===== src/rtl/clock_ctrl.sv =====
// clock_ctrl: front end of the digital clock. Conditions the three raw
// push-buttons (2-flop synchroniser + debounce), runs the setting-mode FSM
// and produces the 1 Hz run tick and the 5 Hz auto-repeat tick.
//
// Ports
//   clk         system clock, all logic on the rising edge
//   rst         synchronous reset, active-high
//   mode_btn_n  raw mode key, active-low, asynchronous, bouncy
//   up_btn_n    raw up key, active-low, asynchronous, bouncy
//   down_btn_n  raw down key, active-low, asynchronous, bouncy
//   sec_en      one-cycle run tick every SEC_DIV clocks, only in RUN
//   en_5hz      one-cycle setting tick while up/down held, only outside RUN
//   mode        00 run, 01 set seconds, 10 set minutes, 11 set hours
//   up          debounced up key level, active-low
//   down        debounced down key level, active-low
module clock_ctrl #(
  parameter int unsigned SEC_DIV      = 50_000_000,
  parameter int unsigned FAST_DIV     = 10_000_000,
  parameter int unsigned DEBOUNCE_CYC = 1_000_000
) (
  input  logic       clk,
  input  logic       rst,
  input  logic       mode_btn_n,
  input  logic       up_btn_n,
  input  logic       down_btn_n,
  output logic       sec_en,
  output logic       en_5hz,
  output logic [1:0] mode,
  output logic       up,
  output logic       down
);

  localparam int unsigned DB_W   = (DEBOUNCE_CYC > 1) ? $clog2(DEBOUNCE_CYC) : 1;
  localparam int unsigned SEC_W  = (SEC_DIV > 1)      ? $clog2(SEC_DIV)      : 1;
  localparam int unsigned FAST_W = (FAST_DIV > 1)     ? $clog2(FAST_DIV)     : 1;

  localparam logic [DB_W-1:0]   DB_LAST   = DB_W'(DEBOUNCE_CYC - 1);
  localparam logic [SEC_W-1:0]  SEC_LAST  = SEC_W'(SEC_DIV - 1);
  localparam logic [FAST_W-1:0] FAST_LAST = FAST_W'(FAST_DIV - 1);

  // Key lane indices into the per-key vectors below
  localparam int unsigned K_MODE = 0;
  localparam int unsigned K_UP   = 1;
  localparam int unsigned K_DOWN = 2;

  typedef enum logic [1:0] {
    RUN      = 2'b00,
    SET_SEC  = 2'b01,
    SET_MIN  = 2'b10,
    SET_HOUR = 2'b11
  } mode_t;

  logic [2:0]      raw;
  logic [2:0]      sync1;
  logic [2:0]      sync2;
  logic [2:0]      stable;
  logic [2:0]      stable_d;
  logic [2:0]      press;
  logic [DB_W-1:0] db_cnt [3];

  mode_t state;
  mode_t state_next;

  logic [SEC_W-1:0]  sec_cnt;
  logic              sec_hit;
  logic [FAST_W-1:0] fast_cnt;
  logic              fast_hit;
  logic              key_held;

  assign raw = {down_btn_n, up_btn_n, mode_btn_n};

  // Synchroniser and debounce. A key level is accepted only after the
  // synchronised input has differed from the stable level for DEBOUNCE_CYC
  // consecutive cycles; any return to the stable level restarts the count.
  always_ff @(posedge clk) begin
    if (rst) begin
      sync1    <= '1;
      sync2    <= '1;
      stable   <= '1;
      stable_d <= '1;
      db_cnt   <= '{default: '0};
    end else begin
      sync1    <= raw;
      sync2    <= sync1;
      stable_d <= stable;
      for (int unsigned i = 0; i < 3; i++) begin
        if (sync2[i] == stable[i]) begin
          db_cnt[i] <= '0;
        end else if (db_cnt[i] == DB_LAST) begin
          stable[i] <= sync2[i];
          db_cnt[i] <= '0;
        end else begin
          db_cnt[i] <= db_cnt[i] + DB_W'(1);
        end
      end
    end
  end

  // Press strobe: stable level just went 1 -> 0; releases are ignored
  assign press = stable_d & ~stable;

  assign up   = stable[K_UP];
  assign down = stable[K_DOWN];

  // Mode FSM: state register
  always_ff @(posedge clk) begin
    if (rst) begin
      state <= RUN;
    end else begin
      state <= state_next;
    end
  end

  // Mode FSM: next state, one step per mode-key press
  always_comb begin
    state_next = state;
    if (press[K_MODE]) begin
      case (state)
        RUN:      state_next = SET_SEC;
        SET_SEC:  state_next = SET_MIN;
        SET_MIN:  state_next = SET_HOUR;
        SET_HOUR: state_next = RUN;
      endcase
    end
  end

  // Mode FSM: output
  always_comb begin
    mode = state;
  end

  // 1 Hz prescaler: frozen at zero while setting, so the first tick after
  // returning to RUN comes a full SEC_DIV cycles later. A tick that lands on
  // a mode press is dropped because the clock is leaving RUN.
  assign sec_hit = (sec_cnt == SEC_LAST);

  always_ff @(posedge clk) begin
    if (rst || state != RUN) begin
      sec_cnt <= '0;
      sec_en  <= 1'b0;
    end else begin
      sec_cnt <= sec_hit ? '0 : sec_cnt + SEC_W'(1);
      sec_en  <= sec_hit && !press[K_MODE];
    end
  end

  // 5 Hz auto-repeat: immediate pulse on a press, then one every FAST_DIV
  // cycles while either key is held. A mode change restarts the interval.
  assign key_held = ~(stable[K_UP] & stable[K_DOWN]);
  assign fast_hit = (fast_cnt == FAST_LAST);

  always_ff @(posedge clk) begin
    if (rst || state == RUN || press[K_MODE]) begin
      fast_cnt <= '0;
      en_5hz   <= 1'b0;
    end else if (press[K_UP] || press[K_DOWN]) begin
      fast_cnt <= '0;
      en_5hz   <= 1'b1;
    end else if (key_held) begin
      fast_cnt <= fast_hit ? '0 : fast_cnt + FAST_W'(1);
      en_5hz   <= fast_hit;
    end else begin
      fast_cnt <= '0;
      en_5hz   <= 1'b0;
    end
  end

endmodule


===== config.mk =====
export PLATFORM = sky130hd
export DESIGN_NAME = clock_ctrl
export DESIGN_NICKNAME = d
export VERILOG_FILES = /design/src/rtl/clock_ctrl.sv
export SDC_FILE = /design/constraint.sdc
export NUM_CORES = 1
export LEC_CHECK = 0
export ABC_CLOCK_PERIOD_IN_PS = 1950
export CORE_ASPECT_RATIO = 1.2
export CORE_MARGIN = 4
export CORE_UTILIZATION = 46
export CTS_CLUSTER_SIZE = 40
export DETAILED_ROUTE_END_ITERATION = 10
export DONT_BUFFER_PORTS = 1
export GPL_ROUTABILITY_DRIVEN = 0
export PLACE_DENSITY_LB_ADDON = 0.25
export SLEW_MARGIN = 20
export SYNTH_ARGS = -nofsm -noshare
export SYNTH_HDL_FRONTEND = slang
export SYNTH_SLANG_ARGS = --single-unit

===== constraint.sdc =====
create_clock -name clk -period 1.95 [get_ports clk]
set_input_delay 0.0975 -clock clk [delete_from_list [all_inputs] [get_ports clk]]
set_output_delay 0.0975 -clock clk [all_outputs]
set_load 0.03 [all_outputs]

# Yosys cells after proc, flatten, opt, wreduce, memory -nomap -nowiden
# Cells that the tools add are included.
[totals] regBits=126 in_bits=5
[op_classes] bitwise_logic=6 muxes=3 reduce_logical=16 addsub=5 eq_ne=11
[op_table] operator="adder 20 x 1 -> 20 bit, second input constant" n=3
[op_table] operator="== test 20 bit, second input constant" n=3
[op_table] operator="adder 26 x 1 -> 26 bit, second input constant" n=1
[op_table] operator="== test 26 bit, second input constant" n=1
[op_table] operator="adder 24 x 1 -> 24 bit, second input constant" n=1
[op_table] operator="== test 24 bit, second input constant" n=1
[op_table] operator="OR reduction 3 bit" n=3
[op_table] operator="case mux 2 bit (4 select lines)" n=1
[op_table] operator="AND reduction 2 bit" n=3
[op_table] operator="== test 2 bit, second input constant" n=2
[op_table] operator="logical OR 1 bit" n=4
[op_table] operator="OR reduction 4 bit" n=1
[op_table] operator="bitwise AND 3 bit" n=1
[op_table] operator="== test 1 bit" n=3
[op_table] operator="inverter 1 bit" n=3
[op_table] operator="inverter 3 bit" n=1
[op_table] operator="== test 2 x 1 -> 1 bit, second input constant" n=1
[op_table] operator="zero test 2 bit" n=1
[op_table] operator="two-way mux 1 bit" n=2
[op_table] operator="nonzero test 2 bit" n=1
[op_table] operator="OR reduction 2 bit" n=1
[op_table] operator="bitwise AND 1 bit" n=1
[op_table] operator="logical AND 1 bit" n=1
[op_table] operator="zero test 1 bit" n=1

# Depth between registers and ports, before layout
# Gate-level depths: netlist of the first run.
[logic_depth] ltp_word=4 mapped_depth=7 ltp_nobuf=6

# Worst setup path after synthesis of the first run
# Ideal clock, no wire load.
[synth_path] path_kind="reg2reg" startpoint="register fast_cnt[0]" endpoint="register fast_cnt[18]" path_slack_ns=0.032 required_ns=1.880 path_buffers=1 stages_incl_launch_ff=7 setup_ns=0.070 arrival_time_ns=1.848 cell_sequence="dfxtp_1 -> ha_1 -> nand4_2 -> or4_1 -> buf_2 -> or3_1 -> a21oi_1"
[synth_between] elab_chain_len=2 word_cells_on_any_way=3
[synth_rtl] item="start: declaration" line="66" text="logic [FAST_W-1:0] fast_cnt;"
[synth_rtl] item="start signal: assignment" line="160" text="fast_cnt <= fast_hit ? '0 : fast_cnt + FAST_W'(1);"
[synth_rtl] item="branches (longest 2 deep; another with adder 24 x 1 -> 24 bit)"
# Several ways; the timed one is not identified.
# A chain may end at the register's enable or synchronous reset.

# Final worst setup path of the first run
[layout_path] startpoint="register sec_cnt[8]" endpoint="register sec_cnt[17]"
[layout_between] elab_chain_len=2 word_cells_on_any_way=3
[layout_rtl] item="start: declaration" line="64" text="logic [SEC_W-1:0] sec_cnt;"
[layout_rtl] item="start signal: assignment" line="142" text="sec_cnt <= sec_hit ? '0 : sec_cnt + SEC_W'(1);"
[layout_rtl] item="branches (longest 2 deep; another with adder 26 x 1 -> 26 bit)"
# Several ways; the timed one is not identified.

==> flow_metrics.env, run 1 <==
export IMPL_outcome="finished clean"
export IMPL_ys_types=47
export IMPL_post_route_period_util=0.9519
export IMPL_synth_seq_cells=126
export IMPL_slew_viol_final=0
export IMPL_peakVddDrop_uv=587.7
export IMPL_antenna_found_initial=0
export IMPL_overflow=0
export IMPL_syn_nets=657
export IMPL_synth_top_family_by_area="simple AND/OR/NAND/NOR gates"
export IMPL_crit_family="simple AND/OR/NAND/NOR gates"
export IMPL_p_per_area_nw_per_um2=843.1
export IMPL_grt_pass1_vias=4437
export IMPL_crit_chain="nand4_1 -> or4b_4 -> or4_1 -> a21oi_1"
export IMPL_crit_type="reg -> reg"
export IMPL_syn_area_per_cell_um2=8.737
export IMPL_crit_arrival_ns=2.19
export IMPL_synth_edff_count=0
export IMPL_critPathCaptureType="flop"
export IMPL_ctsRootBufferMaster="clkbuf_16"
export IMPL_hold_viol=0
export IMPL_ys_seq_area_frac=0.4483
export IMPL_die_h_um=129.2
export IMPL_drc=0
export IMPL_postSynthCellCount=644
export IMPL_boundaryPins=11
export IMPL_finalCoreUtilization=0.5522
export IMPL_clock_path_buffers=2
export IMPL_worstSkewPairLatency_ns=0.41
export IMPL_grt_pass1_wl_mm=19.06
export IMPL_synth_top_area_share=0.4483
export IMPL_grt_max_degree=26
export IMPL_gr_usage_all_layers=0.1668
export IMPL_core_area_um2=12060
export IMPL_vias=4650
export IMPL_cp_start_kind="flop"
export IMPL_ant_nets=0
export IMPL_first_pass_iters=4
export IMPL_drive_above_1_share=0.1379
export IMPL_async_reset_ff_frac=0
export IMPL_routed_wl_mm=10.97
export IMPL_finalSetupViolCount=0
export IMPL_yosys_area_share_simple=0.3044
export IMPL_diodes=0
export IMPL_finalCriticalPeriod_ns=1.856
export IMPL_yosys_area_top_type="dfxtp_1"
export IMPL_worst_path_max_delay_cell="or4b_4"
export IMPL_worst_pin_slew_ns=0.5928
export IMPL_critPathRequiredTime_ns=2.29
export IMPL_hpwl_mm=7.678
export IMPL_cp_slowest_stage_delay_ns=0.62
export IMPL_yosys_area_share_adder=0.01779
export IMPL_path_max_fanout=8
export IMPL_syn2layout_area_growth_pct=18.32
export IMPL_clkSinkCount=126
export IMPL_fin_tns_setup_ns=0
export IMPL_wl_per_cell_um=12.80
export IMPL_die_area_um2=14070
export IMPL_rsz0062_at_grt="no"
export IMPL_routed_via_density=5.426
export IMPL_reg2reg_from="sec_cnt[8]"
export IMPL_critPathLaunch="sec_cnt[8]"
export IMPL_final_setup_skew_ns=0.006849
export IMPL_holdWs_ns=0.1019
export IMPL_path_clk_slew_ns=0.05
export IMPL_power_leakage_nw=2.091
export IMPL_synth_compound_area_frac=0.1007
export IMPL_synth_xor_area_frac=0.09495
export IMPL_holdCritStartpoint="rst"
export IMPL_min_path_type="in -> reg"
export IMPL_nNetsFinal=697
export IMPL_netlist_area_um2=5627
export IMPL_muxShareOfSynthArea=0.001779
export IMPL_synth_area_leaders="dfxtp_1 (45%), xnor2_1 (5.8%), nor2_1 (5.2%)"
export IMPL_cap_violations=0
export IMPL_die_w_um=109.0
export IMPL_synth_warnings=0
export IMPL_initial_utilization=0.4667
export IMPL_htree_num_levels=4
export IMPL_synth_flop_cell="dfxtp_1"
export IMPL_num_rows=44
export IMPL_port_buffers=0
export IMPL_worst_path_buf_inv=0
export IMPL_cts_tree="built"
export IMPL_slew_headroom=0.6035
export IMPL_drtIter0Drc=256
export IMPL_numCtsBuffers=17
export IMPL_fmax_ghz=0.5388
[stage by stage]
step / instance area, um2 / total power [W] / setup WS, ns / cells
2_1_floorplan: 5627 / 0.002692 / 0.03244 / 644
3_3_place_gp: 6010 / 0.002706 / 0.1030 / 820
3_5_place_dp: 6010 / 0.002708 / 0.04580 / 820
4_1_cts: 6613 / 0.005680 / 0.03199 / 855
5_1_grt: 6658 / 0.005803 / 0.002414 / 857
6_report: 6658 / 0.005613 / 0.09386 / 857
[cells by family after synthesis]
kind of cell	count (synthesis)
simple gates	305
flops	126
compound gates	100
xor+xnor	61
buf+inv	43
fa+ha+maj	8
mux	1
[what timing repair did]
item	CTS	global route
hold endpoints to repair	21	0
gates resized for setup	0	10
setup buffers	0	2
setup endpoints to repair	0	15
hold buffers	4	0
[worst min-delay path, stage by stage]
cell,delay [ns]
nor2_1,0.02
o21ai_1,0.06
buf_4,0.23
a21oi_1,0.06
[cell usage in the layout, fill, tap and decap left out, types with 3 or more instances in the layout]
master         count
or4_4              3
ha_1               6
and3_1             4
or3_1             31
and4_1             8
nand4b_1           4
nand3_1           31
nor3b_1            3
xnor2_1           37
nor2_1            78
dfxtp_2            3
clkbuf_1           3
o311ai_0           3
dfxtp_1          123
dlygate4sd3_1      4
nor4_1            14
clkbuf_8           5
nor3_1            14
or4_1             17
a21oi_1           45
o21ai_0           30
inv_1             23
o31ai_1           13
nand4_1           21
clkinv_2           4
and2_1             4
or2_2             10
xor2_1            24
nor4b_1            4
nand2_1           39
buf_4             36
clkbuf_16         17
[power by group]
part           switching (W)  internal [W]   total, W
combinational      0.0000377     0.0000280  0.0000657
sequential        0.00000796       0.00259    0.00260
clock                0.00105       0.00190    0.00295
[cell usage after synthesis (20+ instances only)]
master,count
xor2_1,24
or4_1,20
a21oi_1,45
o21ai_0,30
or3_1,33
nor2_1,78
nand4_1,21
nand3_1,31
xnor2_1,37
dfxtp_1,126
nand2_1,39
inv_1,23
[flip-flops by register name, summed over array words and instances (netlist names)]
register	flops
sync1	3
fast_cnt	24
en_5hz	1
db_cnt	60
sec_en	1
sec_cnt	26
stable_d	3
mode	2
sync2	3
stable	3
[metal layers]
layer  vias up  GRT usage  wire length, um
met1      2171     0.1869             4880
li1       2393          -                -
met2        69     0.2878             5490
met3        17    0.05431              430
met5         -          0                0
met4         0    0.07281              169
[path summary, 6_finish.rpt]
| path | cells past startpoint | slack [ns] | endpoint |
|---|---|---|---|
| setup / recovery | 4 | 0.09 | sec_cnt[17] |
| hold / removal | 4 | 0.10 | db_cnt[59] |
| setup reg to reg | 4 | 0.09 | sec_cnt[17] |
| hold reg to reg | 1 | 0.40 | sync2[1] |
[final cells by class]
type | instances | area, um2
Clock buffer | 25 | 505.5
Clock inverter | 6 | 57.56
Fill cell | 1058 | 5399
Inverter | 23 | 86.33
Multi-Input combinational cell | 475 | 2950
Sequential cell | 126 | 2526
Tap cell | 161 | 201.4
Timing Repair Buffer | 41 | 330.3
(Power assumes the default switching activity.)
==> run 2, diff against run 1 <==
--- a/config.mk
+++ b/config.mk
@@ -13,7 +13,7 @@
 export DETAILED_ROUTE_END_ITERATION = 10
 export DONT_BUFFER_PORTS = 1
 export GPL_ROUTABILITY_DRIVEN = 0
-export PLACE_DENSITY_LB_ADDON = 0.25
+export PLACE_DENSITY = 0.59
 export SLEW_MARGIN = 20
 export SYNTH_ARGS = -nofsm -noshare
 export SYNTH_HDL_FRONTEND = slang
==> run 2 against run 1 <==
- worst setup slack got worse by 0.015 ns
- global-route usage increased by 0.62 points
- clock power increased by 2%
- sequential share of layout area decreased by 0.49 points
- clock skew decreased by 0.00099 ns
- power increased by 1.4%
- first-iteration DRC count decreased by 40%
- hold slack got worse by 0.081 ns
- via count increased by 0.45%
- combinational power increased by 3.8%
==> flow_metrics.env, run 2 (synthesis results as in run 1) <==
export IMPL_outcome="finished clean"
export IMPL_first_pass_iters=5
export IMPL_fin_area_um2=6745
export IMPL_pwr_share_clk=0.531
export IMPL_holdCritStartpoint="rst"
export IMPL_critPathRequiredTime_ns=2.29
export IMPL_ctsRootBufferMaster="clkbuf_16"
export IMPL_crit_arrival_ns=2.22
export IMPL_pwr_share_seq=0.457
export IMPL_top_register="db_cnt"
export IMPL_min_path_type="in -> reg"
export IMPL_port_buffers=0
export IMPL_numCtsBuffers=17
export IMPL_clock_path_buffers=2
export IMPL_seq_area_um2=2526
export IMPL_drtIter0Drc=154
export IMPL_initial_utilization=0.4667
export IMPL_core_area_um2=12060
export IMPL_clkSinkCount=126
export IMPL_hold_viol=0
export IMPL_rsz0062_at_grt="no"
export IMPL_gr_usage_all_layers=0.1730
export IMPL_die_w_um=109.0
export IMPL_vias=4671
export IMPL_p_int_w=0.004589
export IMPL_worstSkewPairLatency_ns=0.41
export IMPL_hold_end="db_cnt[1]"
export IMPL_overflow=0
export IMPL_multi_input_area_um2=2969
export IMPL_drive_above_1_share=0.1477
export IMPL_power_switching_share=0.1935
export IMPL_fill_cells=1095
export IMPL_critPathCaptureType="flop"
export IMPL_nNetsFinal=704
export IMPL_final_common_cell="dfxtp_1"
export IMPL_die_area_um2=14070
export IMPL_p_switching_w=0.001101
export IMPL_routed_wl_mm=11.38
export IMPL_drc=0
export IMPL_mostFrequentLayoutCells="dfxtp_1 (123), nor2_1 (78), a21oi_1 (44)"
export IMPL_reg2reg_to="fast_cnt[23]"
export IMPL_rr_worst_depth=4
export IMPL_antenna_found_initial=0
export IMPL_routed_via_density=5.400
export IMPL_fmax_ghz=0.5345
export IMPL_power_leakage_nw=2.136
export IMPL_grt_pass1_wl_mm=19.54
export IMPL_slew_headroom=0.6049
export IMPL_diodes=0
export IMPL_p_comb_frac=0.012
export IMPL_dpl_cell_area_um2=6045
export IMPL_cts_tree="built"
export IMPL_worst_pin_slew_ns=0.5907
export IMPL_cap_violations=0
export IMPL_grt_pass1_vias=4388
export IMPL_htree_num_levels=4
export IMPL_num_rows=44
export IMPL_boundaryPins=11
export IMPL_p_per_area_nw_per_um2=843.5
export IMPL_fin_tns_setup_ns=0
export IMPL_post_route_period_util=0.9595
export IMPL_path_clk_slew_ns=0.06
export IMPL_peakVddDrop_uv=495.3
export IMPL_finalCriticalPeriod_ns=1.871
export IMPL_syn2layout_area_growth_pct=19.88
export IMPL_path_max_fanout=9
export IMPL_ant_nets=0
export IMPL_finalSetupViolCount=0
export IMPL_reg2reg_slack_ns=0.08
export IMPL_die_h_um=129.2
export IMPL_final_setup_skew_ns=0.005859
export IMPL_top_regs="db_cnt: 60 flops, sec_cnt: 26 flops, fast_cnt: 24 flops"
export IMPL_slew_viol_final=0
export IMPL_hpwl_mm=7.743
export IMPL_largest_reg_flops=60
export IMPL_reg2reg_from="fast_cnt[11]"
export IMPL_grt_max_degree=26
export IMPL_wl_per_cell_um=13.16
export IMPL_crit_type="reg -> reg"
export IMPL_min_path_cells=4
export IMPL_cp_start_kind="flop"
## run 2: how the worst max path moves through the flow
stage               slack (ns)            to  cells past startpoint         start
detailed placement        0.02   sec_cnt[19]                      4    sec_cnt[3]
CTS                       0.01   sec_cnt[17]                      4    sec_cnt[8]
global route             0.009  fast_cnt[23]                      4  fast_cnt[11]
floorplan                 0.03  fast_cnt[18]                      6   fast_cnt[0]
finish                    0.08  fast_cnt[23]                      4  fast_cnt[11]
global placement          0.09   sec_cnt[19]                      4    sec_cnt[3]
## run 2: per-layer routing
metal,track usage,up-vias,part of all wire
met3,0.04584,23,0.029
met2,0.2856,61,0.48
met1,0.2074,2172,0.46
met5,0,-,0
li1,-,2415,-
met4,0.08544,0,0.025
## run 2: repair_timing
action,in CTS,in global routing
setup buffers,0,5
hold buffers,4,0
setup endpoints to repair,1,17
endpoints found under the hold margin,21,0
gates resized for setup,0,13
cloned,0,1
pin swaps,1,4
## run 2: worst max-delay path, cell delays in order (launching register included)
cell and delay, ns:
dfxtp_1 0.41, nand4_2 0.13, or4_1 0.71, or3_1 0.40
a21oi_1 0.14
## run 2: power groups by stage
stage,Combinational [W],Clock (W),Sequential [W]
2_1_floorplan,0.0000405,0,0.00265
3_3_place_gp,0.0000551,0,0.00265
3_5_place_dp,0.0000572,0,0.00265
4_1_cts,0.0000682,0.00309,0.00260
5_1_grt,0.0000779,0.00322,0.00260
6_report,0.0000682,0.00302,0.00260
## run 2: final cells by class
class                           instances  area share
Inverter                               23     0.01280
Timing Repair Buffer                   47     0.05806
Sequential cell                       126      0.3745
Clock buffer                           25     0.07197
Multi-Input combinational cell        476      0.4402
Tap cell                              161     0.02986
Clock inverter                          7     0.01261
## run 2: stage by stage
stage	setup WS (ns)	hold slack (ns)	utilization	total power, W	instances
final	0.07896	0.02133	0.5595	0.005690	865
after global routing	0.009317	0.04393	0.5595	0.005897	865
after CTS	0.01022	0.01494	0.5520	0.005755	859
after detailed placement	0.02204	0.1778	0.5013	0.002710	823
after global placement	0.08763	0.1772	0.5013	0.002707	823
after floorplan	0.03244	0.2013	-	0.002692	644
==> run 3, diff against run 2 <==
--- a/config.mk
+++ b/config.mk
@@ -5,9 +5,9 @@
 export SDC_FILE = /design/constraint.sdc
 export NUM_CORES = 1
 export LEC_CHECK = 0
+export ABC_AREA = 1
 export ABC_CLOCK_PERIOD_IN_PS = 1950
-export CORE_ASPECT_RATIO = 1.2
-export CORE_MARGIN = 4
+export CORE_ASPECT_RATIO = 1.5
 export CORE_UTILIZATION = 46
 export CTS_CLUSTER_SIZE = 40
 export DETAILED_ROUTE_END_ITERATION = 10
==> run 3 against run 2 <==
- worst setup slack gained 0.24 ns
- register-to-register slack improved by 0.24 ns
- hold slack improved by 0.29 ns
- flip-flop and latch count unchanged
- sequential power about the same
- die area is 0.23% higher
- global-route usage increased by 1.8 points
- largest power group unchanged
- combinational power down 12%
- power up 1.9%
- first-iteration DRC count shrank 24%
- synthesized cell count is 45% higher
- core utilization is 2.2 points lower
==> flow_metrics.env, run 3 <==
export IMPL_yosysMostFrequentCell="nand2_1"
export IMPL_port_buffers=0
export IMPL_min_path_type="in -> reg"
export IMPL_syn_area_per_cell_um2=6.703
export IMPL_routed_via_density=4.854
export IMPL_critPathRequiredTime_ns=2.24
export IMPL_yosys_area_share_adder=0.01597
export IMPL_drive_above_1_share=0.07128
export IMPL_muxShareOfSynthArea=0
export IMPL_crit_chain="ha_1 -> nand2_1 -> inv_1 -> nand2_1 -> nor2_1 -> nand2_1 -> nand2_2 -> nor2_1"
export IMPL_worst_path_max_delay_cell="dfxtp_1"
export IMPL_peakVddDrop_uv=542.4
export IMPL_routed_wl_mm=12.96
export IMPL_die_w_um=97.31
export IMPL_slew_viol_final=0
export IMPL_outcome="finished clean"
export IMPL_final_common_cell="nand2_1"
export IMPL_htree_num_levels=4
export IMPL_ys_types=28
export IMPL_synth_top_area_share=0.4025
export IMPL_crit_type="reg -> reg"
export IMPL_cap_violations=0
export IMPL_worstSkewPairLatency_ns=0.41
export IMPL_diodes=0
export IMPL_seq_area_um2=2522
export IMPL_top_regs="db_cnt: 60 flops, sec_cnt: 26 flops, fast_cnt: 24 flops"
export IMPL_cp_slowest_stage_delay_ns=0.35
export IMPL_overflow=0
export IMPL_ant_nets=0
export IMPL_ys_seq_area_frac=0.4025
export IMPL_critPathCaptureType="flop"
export IMPL_largest_reg_flops=60
export IMPL_synth_seq_cells=126
export IMPL_cts_setup_buffers=0
export IMPL_power_w=0.005799
export IMPL_multi_input_area_um2=3327
export IMPL_boundaryPins=11
export IMPL_die_area_um2=14100
export IMPL_gr_usage_all_layers=0.1912
export IMPL_nNetsFinal=968
export IMPL_vias=5470
export IMPL_power_leakage_nw=2.370
export IMPL_mostFrequentLayoutCells="nand2_1 (236), nor2_1 (229), dfxtp_1 (126)"
export IMPL_synth_compound_area_frac=0.04572
export IMPL_async_reset_ff_frac=0
export IMPL_crit_top_cell="nand2_1"
export IMPL_top_register="db_cnt"
export IMPL_ctsRootBufferMaster="clkbuf_16"
export IMPL_synth_edff_count=0
export IMPL_postSynthCellCount=935
export IMPL_clock_path_buffers=2
export IMPL_cts_tree="built"
export IMPL_syn_nets=948
export IMPL_path_max_fanout=23
export IMPL_hpwl_mm=9.606
export IMPL_wl_per_cell_um=11.50
export IMPL_synth_flop_cell="dfxtp_1"
export IMPL_num_rows=51
export IMPL_finalSetupViolCount=0
export IMPL_grt_max_degree=26
export IMPL_grt_pass1_vias=5135
export IMPL_antenna_found_initial=0
export IMPL_placed_cells=1091
export IMPL_slew_headroom=0.6293
export IMPL_synth_area_leaders="dfxtp_1 (40%), nand2_1 (14%), nor2_1 (14%)"
export IMPL_clkSinkCount=126
export IMPL_fin_tns_setup_ns=0
export IMPL_initial_utilization=0.4768
export IMPL_rsz0062_at_grt="no"
export IMPL_drc=0
export IMPL_finalCriticalPeriod_ns=1.630
export IMPL_first_pass_iters=4
export IMPL_netlist_area_um2=6267
export IMPL_reg2reg_slack_ns=0.32
export IMPL_final_cells=1127
export IMPL_cp_start_kind="flop"
export IMPL_numCtsBuffers=17
export IMPL_synth_warnings=0
export IMPL_synth_top_family_by_area="simple AND/OR/NAND/NOR gates"
export IMPL_post_route_period_util=0.8357
export IMPL_worst_pin_slew_ns=0.5542
export IMPL_drtIter0Drc=117
export IMPL_synth_xor_area_frac=0.06708
export IMPL_core_area_um2=13150
export IMPL_die_h_um=145.0
export IMPL_syn2layout_area_growth_pct=12.78
export IMPL_yosys_area_share_simple=0.4021
export IMPL_fmax_ghz=0.6137
export IMPL_grt_pass1_wl_mm=22.15
export IMPL_crit_arrival_ns=1.92
export IMPL_path_clk_slew_ns=0.06
export IMPL_hold_viol=0
export IMPL_final_setup_skew_ns=0.008347
export IMPL_fill_cells=1364
export IMPL_yosys_area_top_type="dfxtp_1"
export IMPL_p_per_area_nw_per_um2=820.4
export IMPL_synthTopCellsByCount="nand2_1 (236), nor2_1 (229), dfxtp_1 (126)"
==> run 3: changes by cell type after synthesis, sizes merged, moves of 13 or more <==
cell,previous run,this run
o21ai,33,7
nand2,39,244
inv,23,93
nor4,14,0
or3,33,0
nor2,78,237
xnor2,37,19
or4,20,0
nand3,34,73
o31ai,13,0
==> run 3: what timing repair did <==
item                      in CTS  in global routing
gates resized for setup        0                  0
hold buffers                   4                  0
hold endpoints to repair      20                  0
==> run 3: kinds of logic after synthesis <==
kind of cell             Yosys count
AND/OR/NAND/NOR                  600
adder cells (fa/ha/maj)            8
AO/OA/AOI/OAI                     52
buffers and inverters            101
flip-flops                       126
XOR/XNOR                          48
==> run 3: worst paths after layout <==
check | from | end | depth (start not counted)
worst min register to register | sync1[1] | sync2[1] | 1
worst min-delay path | down_btn_n | sync1[2] | 2
worst max-delay path | fast_cnt[0] | fast_cnt[11] | 8
worst max register to register | fast_cnt[0] | fast_cnt[11] | 8
==> run 3: area by class of cell <==
type,count,area share
Timing Repair Buffer,9,0.01098
Inverter,93,0.04939
Sequential cell,126,0.3569
Clock inverter,12,0.01930
Multi-Input combinational cell,708,0.4707
Clock buffer,20,0.06461
Tap cell,159,0.02815
==> run 3: metal layers <==
metal	wire [um]	global-route usage
met2	6645	0.3542
met5	0	0
met1	5797	0.2086
met3	271	0.04335
met4	248	0.07279
==> run 3: worst max-delay path, delay by kind of cell (launching register included) <==
kind          cells  cell delay, ns
simple gates      6            0.88
flops             1            0.35
fa+ha+maj         1            0.17
buf+inv           1            0.08
==> run 3: stage by stage <==
step	hold WS, ns	instance area [um2]	setup slack [ns]	utilization
3_3_place_gp	0.1795	6435	0.3135	0.4895
6_report	0.3106	7068	0.3204	0.5377
5_1_grt	0.3114	7068	0.07155	0.5377
3_5_place_dp	0.1812	6435	0.3059	0.4895
2_1_floorplan	0.2013	6267	0.4029	-
4_1_cts	0.2948	7068	0.2933	0.5377
==> run 3: power by group <==
group	leakage [nW]	switching (W)	total (W)	internal, W
Clock	0.283	0.00119	0.00314	0.00195
Sequential	1.02	0.00000895	0.00260	0.00259
Combinational	1.07	0.0000376	0.0000598	0.0000223
Total	2.37	0.00123	0.00580	0.00456
